### src/rtl/system_keys_pkg.sv
// system_keys_pkg: register map and edge-type encoding shared by the
// system_keys input port and its per-bit input conditioner.
package system_keys_pkg;

   // Word addresses on the slave bus (address 1 is reserved)
   localparam logic [1:0] ADDR_DATA    = 2'd0;
   localparam logic [1:0] ADDR_IRQMASK = 2'd2;
   localparam logic [1:0] ADDR_EDGECAP = 2'd3;

   // Which transition of the filtered input sets a capture bit
   typedef enum logic [1:0] {
      EDGE_FALL = 2'd0,
      EDGE_RISE = 2'd1,
      EDGE_ANY  = 2'd2
   } edge_type_e;

endpackage

### src/rtl/system_keys_debounce.sv
// system_keys_debounce: one input bit -> 2-flop synchronizer -> filter.
// With SYSTEM_KEYS_DEBOUNCE_EN defined the filter is a stability counter
// that only accepts a new level after DEBOUNCE_CYCLES consecutive clocks
// of disagreement (DEBOUNCE_CYCLES must be >= 1); otherwise the filter is
// a straight pass-through of the synchronizer output.
module system_keys_debounce
   import system_keys_pkg::*;
#(
   parameter int   DEBOUNCE_CYCLES = 500000,
   parameter logic IDLE_LEVEL      = 1'b1
) (
   input  logic clk,
   input  logic reset,
   input  logic din,
   output logic filt
);

   logic sync1_reg;
   logic sync2_reg;

   // Two-stage synchronizer for the asynchronous pin, preset to the idle level
   always_ff @(posedge clk or posedge reset) begin
      if (reset) begin
         sync1_reg <= IDLE_LEVEL;
         sync2_reg <= IDLE_LEVEL;
      end else begin
         sync1_reg <= din;
         sync2_reg <= sync1_reg;
      end
   end

`ifdef SYSTEM_KEYS_DEBOUNCE_EN
   localparam int CW = $clog2(DEBOUNCE_CYCLES + 1);
   localparam logic [CW-1:0] LAST = CW'(DEBOUNCE_CYCLES - 1);

   logic [CW-1:0] count_reg;
   logic          filt_reg;

   // Count clocks of disagreement; any agreement restarts the count, and the
   // last count of a full run commits the new level
   always_ff @(posedge clk or posedge reset) begin
      if (reset) begin
         count_reg <= '0;
         filt_reg  <= IDLE_LEVEL;
      end else if (sync2_reg == filt_reg) begin
         count_reg <= '0;
      end else if (count_reg == LAST) begin
         filt_reg  <= sync2_reg;
         count_reg <= '0;
      end else begin
         count_reg <= count_reg + 1'b1;
      end
   end

   assign filt = filt_reg;
`else
   assign filt = sync2_reg;
`endif

endmodule

### src/rtl/system_keys.sv
// system_keys: Avalon-MM slave input port for board keys/switches.
// Synchronizes (and, with SYSTEM_KEYS_DEBOUNCE_EN defined, debounces) the
// inputs, latches selected edges into a write-1-to-clear capture register
// and drives a level IRQ gated by a mask. Reads are zero-wait-state.
module system_keys
   import system_keys_pkg::*;
#(
   parameter int WIDTH           = 4,
   parameter int EDGE_TYPE       = 0,
   parameter int IDLE_LEVEL      = 1,
   parameter int DEBOUNCE_CYCLES = 500000
) (
   input  logic             clk,
   input  logic             reset,
   input  logic [1:0]       address,
   input  logic             chipselect,
   input  logic             write_n,
   input  logic [31:0]      writedata,
   input  logic [WIDTH-1:0] in_port,
   output logic [31:0]      readdata,
   output logic             irq
);

   localparam logic             IDLE_BIT  = (IDLE_LEVEL != 0);
   localparam logic [WIDTH-1:0] IDLE_WORD = {WIDTH{IDLE_BIT}};
   localparam edge_type_e       ETYPE     = edge_type_e'(EDGE_TYPE[1:0]);

   logic [WIDTH-1:0] filt;
   logic [WIDTH-1:0] prev_reg;
   logic [WIDTH-1:0] irqmask_reg;
   logic [WIDTH-1:0] edgecap_reg;
   logic [WIDTH-1:0] edges;
   logic [WIDTH-1:0] clear_bits;
   logic             wr;
   logic             unused_bits;

   // Upper write-data bits beyond WIDTH carry no meaning
   assign unused_bits = ^writedata;

   genvar gi;
   generate
      for (gi = 0; gi < WIDTH; gi++) begin : g_bit
         system_keys_debounce #(
            .DEBOUNCE_CYCLES (DEBOUNCE_CYCLES),
            .IDLE_LEVEL      (IDLE_BIT)
         ) u_debounce (
            .clk   (clk),
            .reset (reset),
            .din   (in_port[gi]),
            .filt  (filt[gi])
         );
      end
   endgenerate

   assign wr         = chipselect & ~write_n;
   assign clear_bits = (wr && address == ADDR_EDGECAP) ? writedata[WIDTH-1:0] : '0;

   // Per-bit edge detect between the filtered value and its one-clock delay
   always_comb begin
      edges = '0;
      case (ETYPE)
         EDGE_FALL: edges = prev_reg & ~filt;
         EDGE_RISE: edges = ~prev_reg & filt;
         default:   edges = prev_reg ^ filt;
      endcase
   end

   // One-clock delay of the filtered inputs; idle preset avoids a reset edge
   always_ff @(posedge clk or posedge reset) begin
      if (reset) prev_reg <= IDLE_WORD;
      else       prev_reg <= filt;
   end

   // Interrupt mask register
   always_ff @(posedge clk or posedge reset) begin
      if (reset)                               irqmask_reg <= '0;
      else if (wr && address == ADDR_IRQMASK)  irqmask_reg <= writedata[WIDTH-1:0];
   end

   // Sticky edge capture; a new edge beats a same-cycle clear
   always_ff @(posedge clk or posedge reset) begin
      if (reset) edgecap_reg <= '0;
      else       edgecap_reg <= (edgecap_reg & ~clear_bits) | edges;
   end

   assign irq = |(edgecap_reg & irqmask_reg);

   // Zero-latency read mux; reserved address reads as zero
   always_comb begin
      readdata = '0;
      case (address)
         ADDR_DATA:    readdata[WIDTH-1:0] = filt;
         ADDR_IRQMASK: readdata[WIDTH-1:0] = irqmask_reg;
         ADDR_EDGECAP: readdata[WIDTH-1:0] = edgecap_reg;
         default:      readdata = '0;
      endcase
   end

endmodule

### config.mk
export PLATFORM = sky130hd
export DESIGN_NAME = system_keys
export DESIGN_NICKNAME = d
export VERILOG_FILES = /design/src/rtl/system_keys_pkg.sv /design/src/rtl/system_keys_debounce.sv /design/src/rtl/system_keys.sv
export SDC_FILE = /design/constraint.sdc
export NUM_CORES = 1
export LEC_CHECK = 0
export BUFFER_PORTS_ARGS = -buffer_cell sky130_fd_sc_hd__buf_2
export CAP_MARGIN = 20
export CORE_UTILIZATION = 40
export CTS_CLUSTER_SIZE = 28
export DETAILED_ROUTE_END_ITERATION = 8
export PLACE_DENSITY_LB_ADDON = 0.1
export SETUP_SLACK_MARGIN = 0.15
export SLEW_MARGIN = 20
export SYNTH_ARGS = -nofsm -noshare
export SYNTH_HDL_FRONTEND = slang
export SYNTH_SLANG_ARGS = --single-unit
### constraint.sdc
create_clock -name clk -period 1.2 [get_ports clk]
set_clock_uncertainty 0.15 [all_clocks]
set_input_delay 0.06 -clock clk [delete_from_list [all_inputs] [get_ports clk]]
set_output_delay 0.06 -clock clk [all_outputs]
set_load 0.02 [all_outputs]
==> flow_metrics.tcl, run 1 <==
set metrics [dict create \
    synth-seq-cells 20 \
    drv_slew 0 \
    syn_area_per_cell_um2 12.04 \
    crit_type "flip-flop to primary output" \
    syn_area_mm2 0.001023 \
    ys_top_cells_by_area "dfstp_2, buf_4, dfrtp_1, mux2_4, a22o_1" \
    area.growth.synth_to_final_pct 28.36 \
    overflow 0 \
    dieArea_mm2 0.002765 \
    p_sw_share_pct 27.63 \
    r2r_cells 2 \
    combPwrFrac_pct 29.7 \
    tritoncts "done" \
    antenna_found_initial 0 \
    ys_async_sr_fraction_pct 100.0 \
    hold_path_startpoint "write_n" \
    synth-edff-count 0 \
    status "finished with violations" \
    first_pass_iters 3 \
    setup_slack_ns -0.3228 \
    regToRegSetupSlack_ns 0.16 \
    postSynthCellCount 85 \
    num_io_pins 75 \
    cp_max_fo 2 \
    htreeDepth 1 \
    n_antenna_cell 0 \
    violations "negative setup slack" \
    clk_pin_slew_ns 0.10 \
    synth_ff_type "dfstp_2" \
    dp_cells 141 \
    die_w_um 52.59 \
    holdCritPathClass "input pin to flip-flop" \
    cts_num_sinks 20 \
    ant_nets 0 \
    netlist.area_leader.share_pct 30.81 \
    internal_power_mw 1.102 \
    synth_area_leader_cell "dfstp_2" \
    cts_setup_buffers 0 \
    end_kind "primary output" \
    row_count 17 \
    grt_setup_unrepaired "true" \
    period_needed_ns 1.523 \
    place.port_buffers 18 \
    start_util_pct 44.14 \
    drive_above_1_share_pct 46.40 \
    cts_buffer_depth 2 \
    grt_usage_pct 13.17 \
    ctsRootBufferMaster "clkbuf_4" \
    hpwl_um 1150 \
    finalNetCount 169 \
    post-place-ws_ns -0.02797 \
    netSwitchingPower_mw 0.4208 \
    ys_top_cells_by_count "buf_4, dfstp_2, inv_1, dfrtp_1" \
    grt_pass1_vias 594 \
    final-instance-count-excl-fill 153 \
    cap_violations 0 \
    seq_area_frac_synth_pct 50.37 \
    setup_viol 5 \
    drt_iter0_markers 6 \
    pwr-share-clk_pct 19.4 \
    clk-insertion-delay-late_ns 0.29 \
    seqPwrFrac_pct 50.9 \
    r2r_end "irqmask_reg[1]" \
    grt_pass1_wl_um 2573 \
    min_delay_path_depth 3 \
    grt_max_degree 21 \
    synth.most_common_cell "buf_4" \
    synth_warnings 0 \
    p_leak_nw 0.6786 \
    die_h_um 52.59 \
    reg2reg_from "irqmask_reg[1]" \
    cellPowerDensity_mw_per_mm2 1159 \
    ir_worst_vdd_v 0.0007178 \
    cp.required_ns 0.99 \
    synth_cell_type_count 17 \
    core-area_mm2 0.002318 \
    nFillCells 202 \
    routedWlPerCell_um 10.33 \
    vias_per_cell 4.242 \
    cts_made_buffers 3 \
    vias 649 \
    gp_congestion 0.7068 \
    min_to "irqmask_reg[2]" \
    max_freq_mhz 656.7 \
    startpoint_type "flip-flop" \
    route.detailed.drc 0 \
    post-route-period-util_pct 126.9 \
    hold_viol 0 \
    crit_arrival_ns 1.31 \
    drt_wl_total_um 1581 \
]
-- per-stage QoR --
| stage | hold slack (ns) | cell area (um^2) | power, mW | util (%) | setup TNS [ns] |
|---|---|---|---|---|---|
| 2_1_floorplan | -0.1351 | 1141 | 1.095 | - | 0 |
| 3_3_place_gp | -0.05397 | 1131 | 1.144 | 48.79 | -0.03892 |
| 3_5_place_dp | -0.05606 | 1131 | 1.148 | 48.79 | -0.04201 |
| 4_1_cts | 0.1229 | 1299 | 1.530 | 56.02 | -1.539 |
| 5_1_grt | 0.1187 | 1314 | 1.617 | 56.66 | -1.727 |
| 6_report | 0.1268 | 1314 | 1.523 | 56.66 | -1.447 |
-- worst max-delay path by stage --
stage | start | end | slack, ns | depth (start not counted)
finish | irqmask_reg[1] | readdata[1] | -0.32 | 3
global route | irqmask_reg[1] | readdata[1] | -0.38 | 3
CTS | irqmask_reg[1] | readdata[1] | -0.34 | 3
detailed placement | irqmask_reg[1] | readdata[1] | -0.03 | 3
global placement | irqmask_reg[1] | readdata[1] | -0.02 | 3
floorplan | edgecap_reg[1] | readdata[1] | 0.09 | 2
-- power by group through the flow --
stage | sequential [mW] | clock [mW] | combinational [mW]
after floorplan | 0.782 | 0 | 0.314
after global placement | 0.779 | 0 | 0.365
after detailed placement | 0.782 | 0 | 0.365
after CTS | 0.773 | 0.315 | 0.441
after global routing | 0.782 | 0.347 | 0.488
final | 0.775 | 0.296 | 0.452
-- cell type report --
class	count	area [um^2]	area share, %
clock buffers	3	22.52	1.714
multi-input cells	54	394.1	30.00
well taps	28	35.03	2.667
inverters	9	33.78	2.571
flip-flops and latches	20	515.5	39.24
repair buffers	39	312.8	23.81
-- metal layers --
| layer | GRT usage [%] | vias to the layer above | share of wire [%] |
|---|---|---|---|
| li1 | - | 309 | - |
| met2 | 21.31 | 36 | 49 |
| met5 | 0 | - | 0 |
| met4 | 7.895 | 0 | 2.3 |
| met3 | 2.319 | 5 | 5.8 |
| met1 | 16.21 | 299 | 43 |
-- cells in the final DEF (no fill, tap or decap), types with 2 or more instances in the layout --
cell type and n:
dfstp_2 12, a22oi_2 2, inv_1 9, dfrtp_1 8, nand2b_1 4, mux2_4 8
buf_6 8, buf_2 13, buf_4 9, dlygate4sd3_1 9, o221ai_1 3, conb_1 28
clkbuf_4 3, a22o_1 3
-- timing repair --
item	CTS	global route
endpoints found under the hold margin	32	0
pin swaps	5	4
setup endpoints to repair	5	8
gates resized for setup	16	3
hold buffers	9	0
-- critical path: stages, from the launching register on --
cell and delay [ns]:
dfrtp_1 0.39, mux2_4 0.27, a22o_4 0.24, buf_6 0.13
-- cell families after synthesis --
kind of cell    after synthesis  synth area share, %
flops                        20                50.37
simple gates                  8                5.745
buf+inv                      38                24.94
compound gates               10                8.312
other cells                   1               0.3664
mux                           8                10.27
Note: power is estimated with default switching activity, not from simulation.
==> run 2, diff against run 1 <==
--- a/config.mk
+++ b/config.mk
@@ -5,9 +5,11 @@
 export SDC_FILE = /design/constraint.sdc
 export NUM_CORES = 1
 export LEC_CHECK = 0
+export ABC_AREA = 1
 export BUFFER_PORTS_ARGS = -buffer_cell sky130_fd_sc_hd__buf_2
 export CAP_MARGIN = 20
-export CORE_UTILIZATION = 40
+export CORE_UTILIZATION = 39
+export CTS_BUF_LIST = sky130_fd_sc_hd__clkbuf_4 sky130_fd_sc_hd__clkbuf_8 sky130_fd_sc_hd__clkbuf_16
 export CTS_CLUSTER_SIZE = 28
 export DETAILED_ROUTE_END_ITERATION = 8
 export PLACE_DENSITY_LB_ADDON = 0.1
==> run 2 against run 1 <==
Effect of this change: the flow finishes with violations (negative hold slack, negative setup slack); hold slack worse by 0.20 ns; cell count up 14%; count of clock-buffer cells in the layout up 1; first-iteration DRC count up 33%; synthesized cell count up 31%; combinational power down 26%; sequential power about the same; critical endpoint unchanged; largest power group unchanged.
==> flow_metrics.tcl, run 2 <==
set metrics [dict create \
    pwr-share-clk_pct 25.7 \
    vias 715 \
    gp_congestion 0.7234 \
    setup_viol 5 \
    grt_usage_pct 13.30 \
    final-instance-count-excl-fill 174 \
    overflow 0 \
    synth_ff_type "dfstp_2" \
    n_antenna_cell 0 \
    ys_async_sr_fraction_pct 100.0 \
    crit_type "flip-flop to primary output" \
    core-area_mm2 0.002318 \
    cp_max_fo 2 \
    synthAdderAreaFrac_pct 0 \
    violations "negative hold slack, negative setup slack" \
    htreeDepth 1 \
    p_total_mw 1.495 \
    cap_violations 0 \
    vias_per_cell 4.109 \
    hold_buffers 9 \
    cp.required_ns 0.99 \
    grt_pass1_vias 616 \
    cellPowerDensity_mw_per_mm2 1221 \
    drt_wl_total_um 1655 \
    grt_max_degree 21 \
    drv_slew 0 \
    mostFrequentLayoutCells "nand2_1, conb_1, buf_2, dfstp_2, dlygate4sd3_1" \
    p_sw_share_pct 29.83 \
    seq_area_frac_synth_pct 51.69 \
    drive_above_1_share_pct 33.56 \
    layout_commonest_cell "nand2_1" \
    synth_simple_gate_area_share_pct 23.84 \
    die_h_um 52.57 \
    syn_area_um2 997.2 \
    synth_xor_area_share_pct 0 \
    holdCritPathClass "input pin to flip-flop" \
    critical-path-slowest-cell "dfstp_2" \
    start_util_pct 43.01 \
    post-route-period-util_pct 109.5 \
    route.detailed.drc 0 \
    die_w_um 52.57 \
    cts_made_buffers 3 \
    synth_compound_gate_area_share_pct 0 \
    cpPeakStageDelay_ns 0.55 \
    hpwl_um 1144 \
    dieArea_mm2 0.002763 \
    synth_warnings 0 \
    internal_power_mw 1.049 \
    tritoncts "done" \
    clk_pin_slew_ns 0.11 \
    period_needed_ns 1.314 \
    ys_top_cells_by_area "dfstp_2, buf_4, dfrtp_1, nand2_1, nand3_1" \
    synth_cell_type_count 12 \
    synth-seq-cells 20 \
    status "finished with violations" \
    synth.most_common_cell "nand2_1" \
    netSwitchingPower_mw 0.4460 \
    drt_iter0_markers 8 \
    combPwrFrac_pct 22.4 \
    ant_nets 0 \
    syn_area_per_cell_um2 8.984 \
    ctsRootBufferMaster "clkbuf_4" \
    finalNetCount 189 \
    cts_num_sinks 20 \
    antenna_found_initial 0 \
    synth_area_leader_cell "dfstp_2" \
    max_freq_mhz 760.8 \
    num_io_pins 75 \
    cts_buffer_depth 2 \
    synth-edff-count 0 \
    p_leak_nw 0.6577 \
    muxShareOfSynthArea_pct 0 \
    grt_setup_unrepaired "true" \
    place.port_buffers 18 \
    routedWlPerCell_um 9.511 \
    whs_ns -0.07717 \
    row_count 17 \
    post-place-ws_ns 0.1563 \
    crit_arrival_ns 1.10 \
    area.growth.synth_to_final_pct 22.84 \
    dp_cells 157 \
    seqCellArea_um2 515.5 \
    setup_slack_ns -0.1143 \
    path_cells "nand2_1 > nand3_2 > buf_6" \
    startpoint_type "flip-flop" \
    clk-insertion-delay-late_ns 0.29 \
    ys_top_cells_by_count "nand2_1, buf_4, dfstp_2, nand3_1, dfrtp_1" \
    end_kind "primary output" \
    seqPwrFrac_pct 51.9 \
    first_pass_iters 4 \
    ir_worst_vdd_v 0.0007955 \
    synth_top_family_by_area "buffers and inverters" \
    nFillCells 220 \
    grt_pass1_wl_um 2580 \
    hold_viol 8 \
    netlist.area_leader.share_pct 31.62 \
    multi_input_area_um2 365.4 \
    postSynthCellCount 111 \
]
[run 2: cell types whose count changed after synthesis, moves of 3 or more]
cell / previous run / this run
mux2_4: 4 / 0
nand2b_1: 4 / 0
a22o_1: 4 / 0
mux2_2: 3 / 0
o221ai_1: 4 / 0
nand2_1: 1 / 37
nand3_1: 0 / 12
inv_1: 9 / 6
[run 2: metal layers]
| metal | vias to the layer above | track usage, % | part of all wire, % |
|---|---|---|---|
| met5 | - | 0 | 0 |
| met4 | 0 | 6.579 | 0 |
| met3 | 0 | 2.899 | 5.1 |
| met2 | 28 | 23.00 | 54 |
| met1 | 331 | 15.29 | 41 |
| li1 | 356 | - | - |
[run 2: cell families (layout without fill, tap and decap cells)]
kind of cell,count (synthesis),after routing
simple gates,54,54
other cells,1,28
flops,20,20
buf+inv,36,44
[run 2: worst paths after layout]
check                      slack, ns                          start                             to  cells after the start
setup reg to reg                0.17       g_bit[1].u_debounce.filt                 edgecap_reg[1]                      4
hold reg to reg                 0.21  g_bit[0].u_debounce.sync1_reg       g_bit[0].u_debounce.filt                      0
setup / recovery               -0.11       g_bit[1].u_debounce.filt                    readdata[1]                      3
hold / removal                 -0.08                        write_n                 irqmask_reg[1]                      4
min in group asynchronous       0.16                          reset                 edgecap_reg[1]                      4
max in group asynchronous       0.47                          reset  g_bit[0].u_debounce.sync1_reg                      4
[run 2: area by class of cell]
cell class	count	area share, %
flip-flops and latches	20	42.08
multi-input cells	82	29.83
repair buffers	32	19.82
clock buffers	4	2.962
well taps	28	2.860
inverters	8	2.451
[run 2: power groups by stage]
stage | Sequential [mW] | Combinational (mW) | Clock, mW
6_report | 0.776 | 0.335 | 0.384
5_1_grt | 0.784 | 0.370 | 0.437
4_1_cts | 0.776 | 0.334 | 0.406
3_5_place_dp | 0.790 | 0.273 | 0
3_3_place_gp | 0.787 | 0.270 | 0
2_1_floorplan | 0.781 | 0.272 | 0
[run 2: stage by stage]
step	cell area [um^2]	utilization (%)	hold WS [ns]	setup TNS (ns)
detailed placement	1021	44.04	-0.04958	0
finish	1225	52.83	-0.07717	-0.4505
global route	1225	52.83	-0.09071	-0.8143
CTS	1217	52.51	-0.09199	-0.5654
floorplan	1099	-	-0.1351	0
global placement	1021	44.04	-0.05627	0
[run 2: repair_timing]
action / 4_1_cts / 5_1_grt
gates cloned: 0 / 0
hold endpoints to repair: 32 / 7
endpoints found under the setup margin: 5 / 7
gates resized for setup: 11 / 2
pin swaps: 4 / 1
setup buffers: 4 / 0
[run 2: critical path, delay by kind of cell (launching register included)]
| kind | cells | cell delay [ns] |
|---|---|---|
| buf+inv | 1 | 0.11 |
| flops | 1 | 0.55 |
| simple gates | 2 | 0.14 |
==> run 3, diff against run 2 <==
--- a/config.mk
+++ b/config.mk
@@ -14,6 +14,7 @@
 export DETAILED_ROUTE_END_ITERATION = 8
 export PLACE_DENSITY_LB_ADDON = 0.1
 export SETUP_SLACK_MARGIN = 0.15
+export SKIP_CTS_REPAIR_TIMING = 1
 export SLEW_MARGIN = 20
 export SYNTH_ARGS = -nofsm -noshare
 export SYNTH_HDL_FRONTEND = slang
==> run 3 against run 2 <==
Effect of this change: hold slack better by 0.00094 ns; non-clock buffer count shrank 3; global-route usage fell by 1.2 points; the flow still finishes with violations (negative hold slack, negative setup slack); highest routed layer unchanged; fmax is 0.51% lower.
==> flow_metrics.tcl, run 3 (same netlist as run 2, synthesis figures left out) <==
set metrics [dict create \
    path_buf_inv 1 \
    post-route-period-util_pct 110.1 \
    combPwrFrac_pct 22.0 \
    core-area_mm2 0.002318 \
    seqPwrFrac_pct 52.3 \
    clk_pin_slew_ns 0.11 \
    pwr-share-clk_pct 25.7 \
    status "finished with violations" \
    hpwl_um 1144 \
    cts_num_sinks 20 \
    cpPeakStageDelay_ns 0.57 \
    start_util_pct 43.01 \
    grt_usage_pct 12.07 \
    route.detailed.drc 0 \
    gp_congestion 0.7234 \
    p_leak_nw 0.6444 \
    min_delay_path_depth 4 \
    area.growth.synth_to_final_pct 21.08 \
    cp_max_fo 3 \
    end_kind "primary output" \
    cp.required_ns 0.99 \
    max_freq_mhz 756.9 \
    clk-insertion-delay-late_ns 0.29 \
    setup_slack_ns -0.1211 \
    dieArea_mm2 0.002763 \
    row_count 17 \
    ctsRootBufferMaster "clkbuf_4" \
    multi_input_area_um2 370.4 \
    internal_power_mw 1.044 \
    cts_made_buffers 3 \
    whs_ns -0.07623 \
    startpoint_type "flip-flop" \
    n_antenna_cell 0 \
    crit_cells 3 \
    grt_pass1_wl_um 2304 \
    path_cells "nand2_2 > nand3_2 > buf_6" \
    drt_wl_total_um 1634 \
    grt_max_degree 21 \
    setup_viol 5 \
    critical-path-slowest-cell "dfstp_2" \
    drv_slew 0 \
    htreeDepth 1 \
    netSwitchingPower_mw 0.4448 \
    drt_iter0_markers 8 \
    period_needed_ns 1.321 \
    violations "negative hold slack, negative setup slack" \
    die_w_um 52.57 \
    drive_above_1_share_pct 33.57 \
    die_h_um 52.57 \
    tritoncts "done" \
    seqCellArea_um2 515.5 \
    cellPowerDensity_mw_per_mm2 1233 \
    ant_nets 0 \
    crit_type "flip-flop to primary output" \
    layout_commonest_cell "nand2_1" \
    nFillCells 217 \
    crit_arrival_ns 1.11 \
    holdCritPathClass "input pin to flip-flop" \
    place.port_buffers 18 \
    first_pass_iters 4 \
    antenna_found_initial 0 \
    mostFrequentLayoutCells "nand2_1, conb_1, buf_2, dfstp_2, dlygate4sd3_1" \
    ir_worst_vdd_v 0.0008337 \
    routedWlPerCell_um 9.556 \
    cap_violations 0 \
    vias 699 \
    hold_viol 8 \
    finalNetCount 186 \
    r2r_cells 4 \
    grt_setup_unrepaired "true" \
    overflow 0 \
    cts_buffer_depth 2 \
    grt_pass1_vias 528 \
    final_util_pct 52.08 \
    num_io_pins 75 \
    cpLargestDelayFamily "flip-flops" \
    p_sw_share_pct 29.88 \
    vias_per_cell 4.088 \
]
## run 3: path summary, 6_finish.rpt
path	from	end	slack, ns
worst max-delay path	g_bit[1].u_debounce.filt	readdata[1]	-0.12
worst min-delay path	write_n	irqmask_reg[1]	-0.08
worst max register to register	g_bit[3].u_debounce.filt	edgecap_reg[3]	0.17
worst min register to register	g_bit[3].u_debounce.sync1_reg	g_bit[3].u_debounce.filt	0.21
max in group asynchronous	reset	g_bit[0].u_debounce.sync1_reg	0.46
min in group asynchronous	reset	edgecap_reg[1]	0.17
## run 3: tightest hold or removal path, cell delays in order
cell     delay, ns
buf_2         0.10
nor2_4        0.06
nand3_1       0.06
nand2_1       0.05
## run 3: area by class of cell
| class | count | share of cell area (%) |
|---|---|---|
| clock buffer | 4 | 3.005 |
| timing repair buffer | 29 | 18.24 |
| sequential | 20 | 42.69 |
| inverter | 8 | 2.487 |
| multi-input combinational | 82 | 30.67 |
| tap | 28 | 2.902 |
## run 3: per-stage QoR
stage,TNS [ns],cells,area [um^2],setup slack [ns],power (mW)
6_report,-0.4901,171,1207,-0.1211,1.489
5_1_grt,-0.8582,171,1207,-0.1969,1.585
4_1_cts,-0.8092,161,1057,-0.1935,1.458
3_5_place_dp,0,157,1021,0.1563,1.063
3_3_place_gp,0,157,1021,0.1464,1.057
2_1_floorplan,0,138,1099,0.2431,1.053
## run 3: power by group through the flow
stage	Sequential (mW)	Combinational [mW]	Clock, mW
detailed placement	0.790	0.273	0
global route	0.786	0.362	0.437
global placement	0.787	0.270	0
finish	0.778	0.328	0.383
CTS	0.779	0.273	0.406
floorplan	0.781	0.272	0
## run 3: metal layers
metal	routed length [um]	vias up	track usage (%)
li1	-	351	-
met1	695	322	15.10
met2	857	26	18.99
met3	82	0	2.899
met4	0	0	6.579
met5	0	-	0
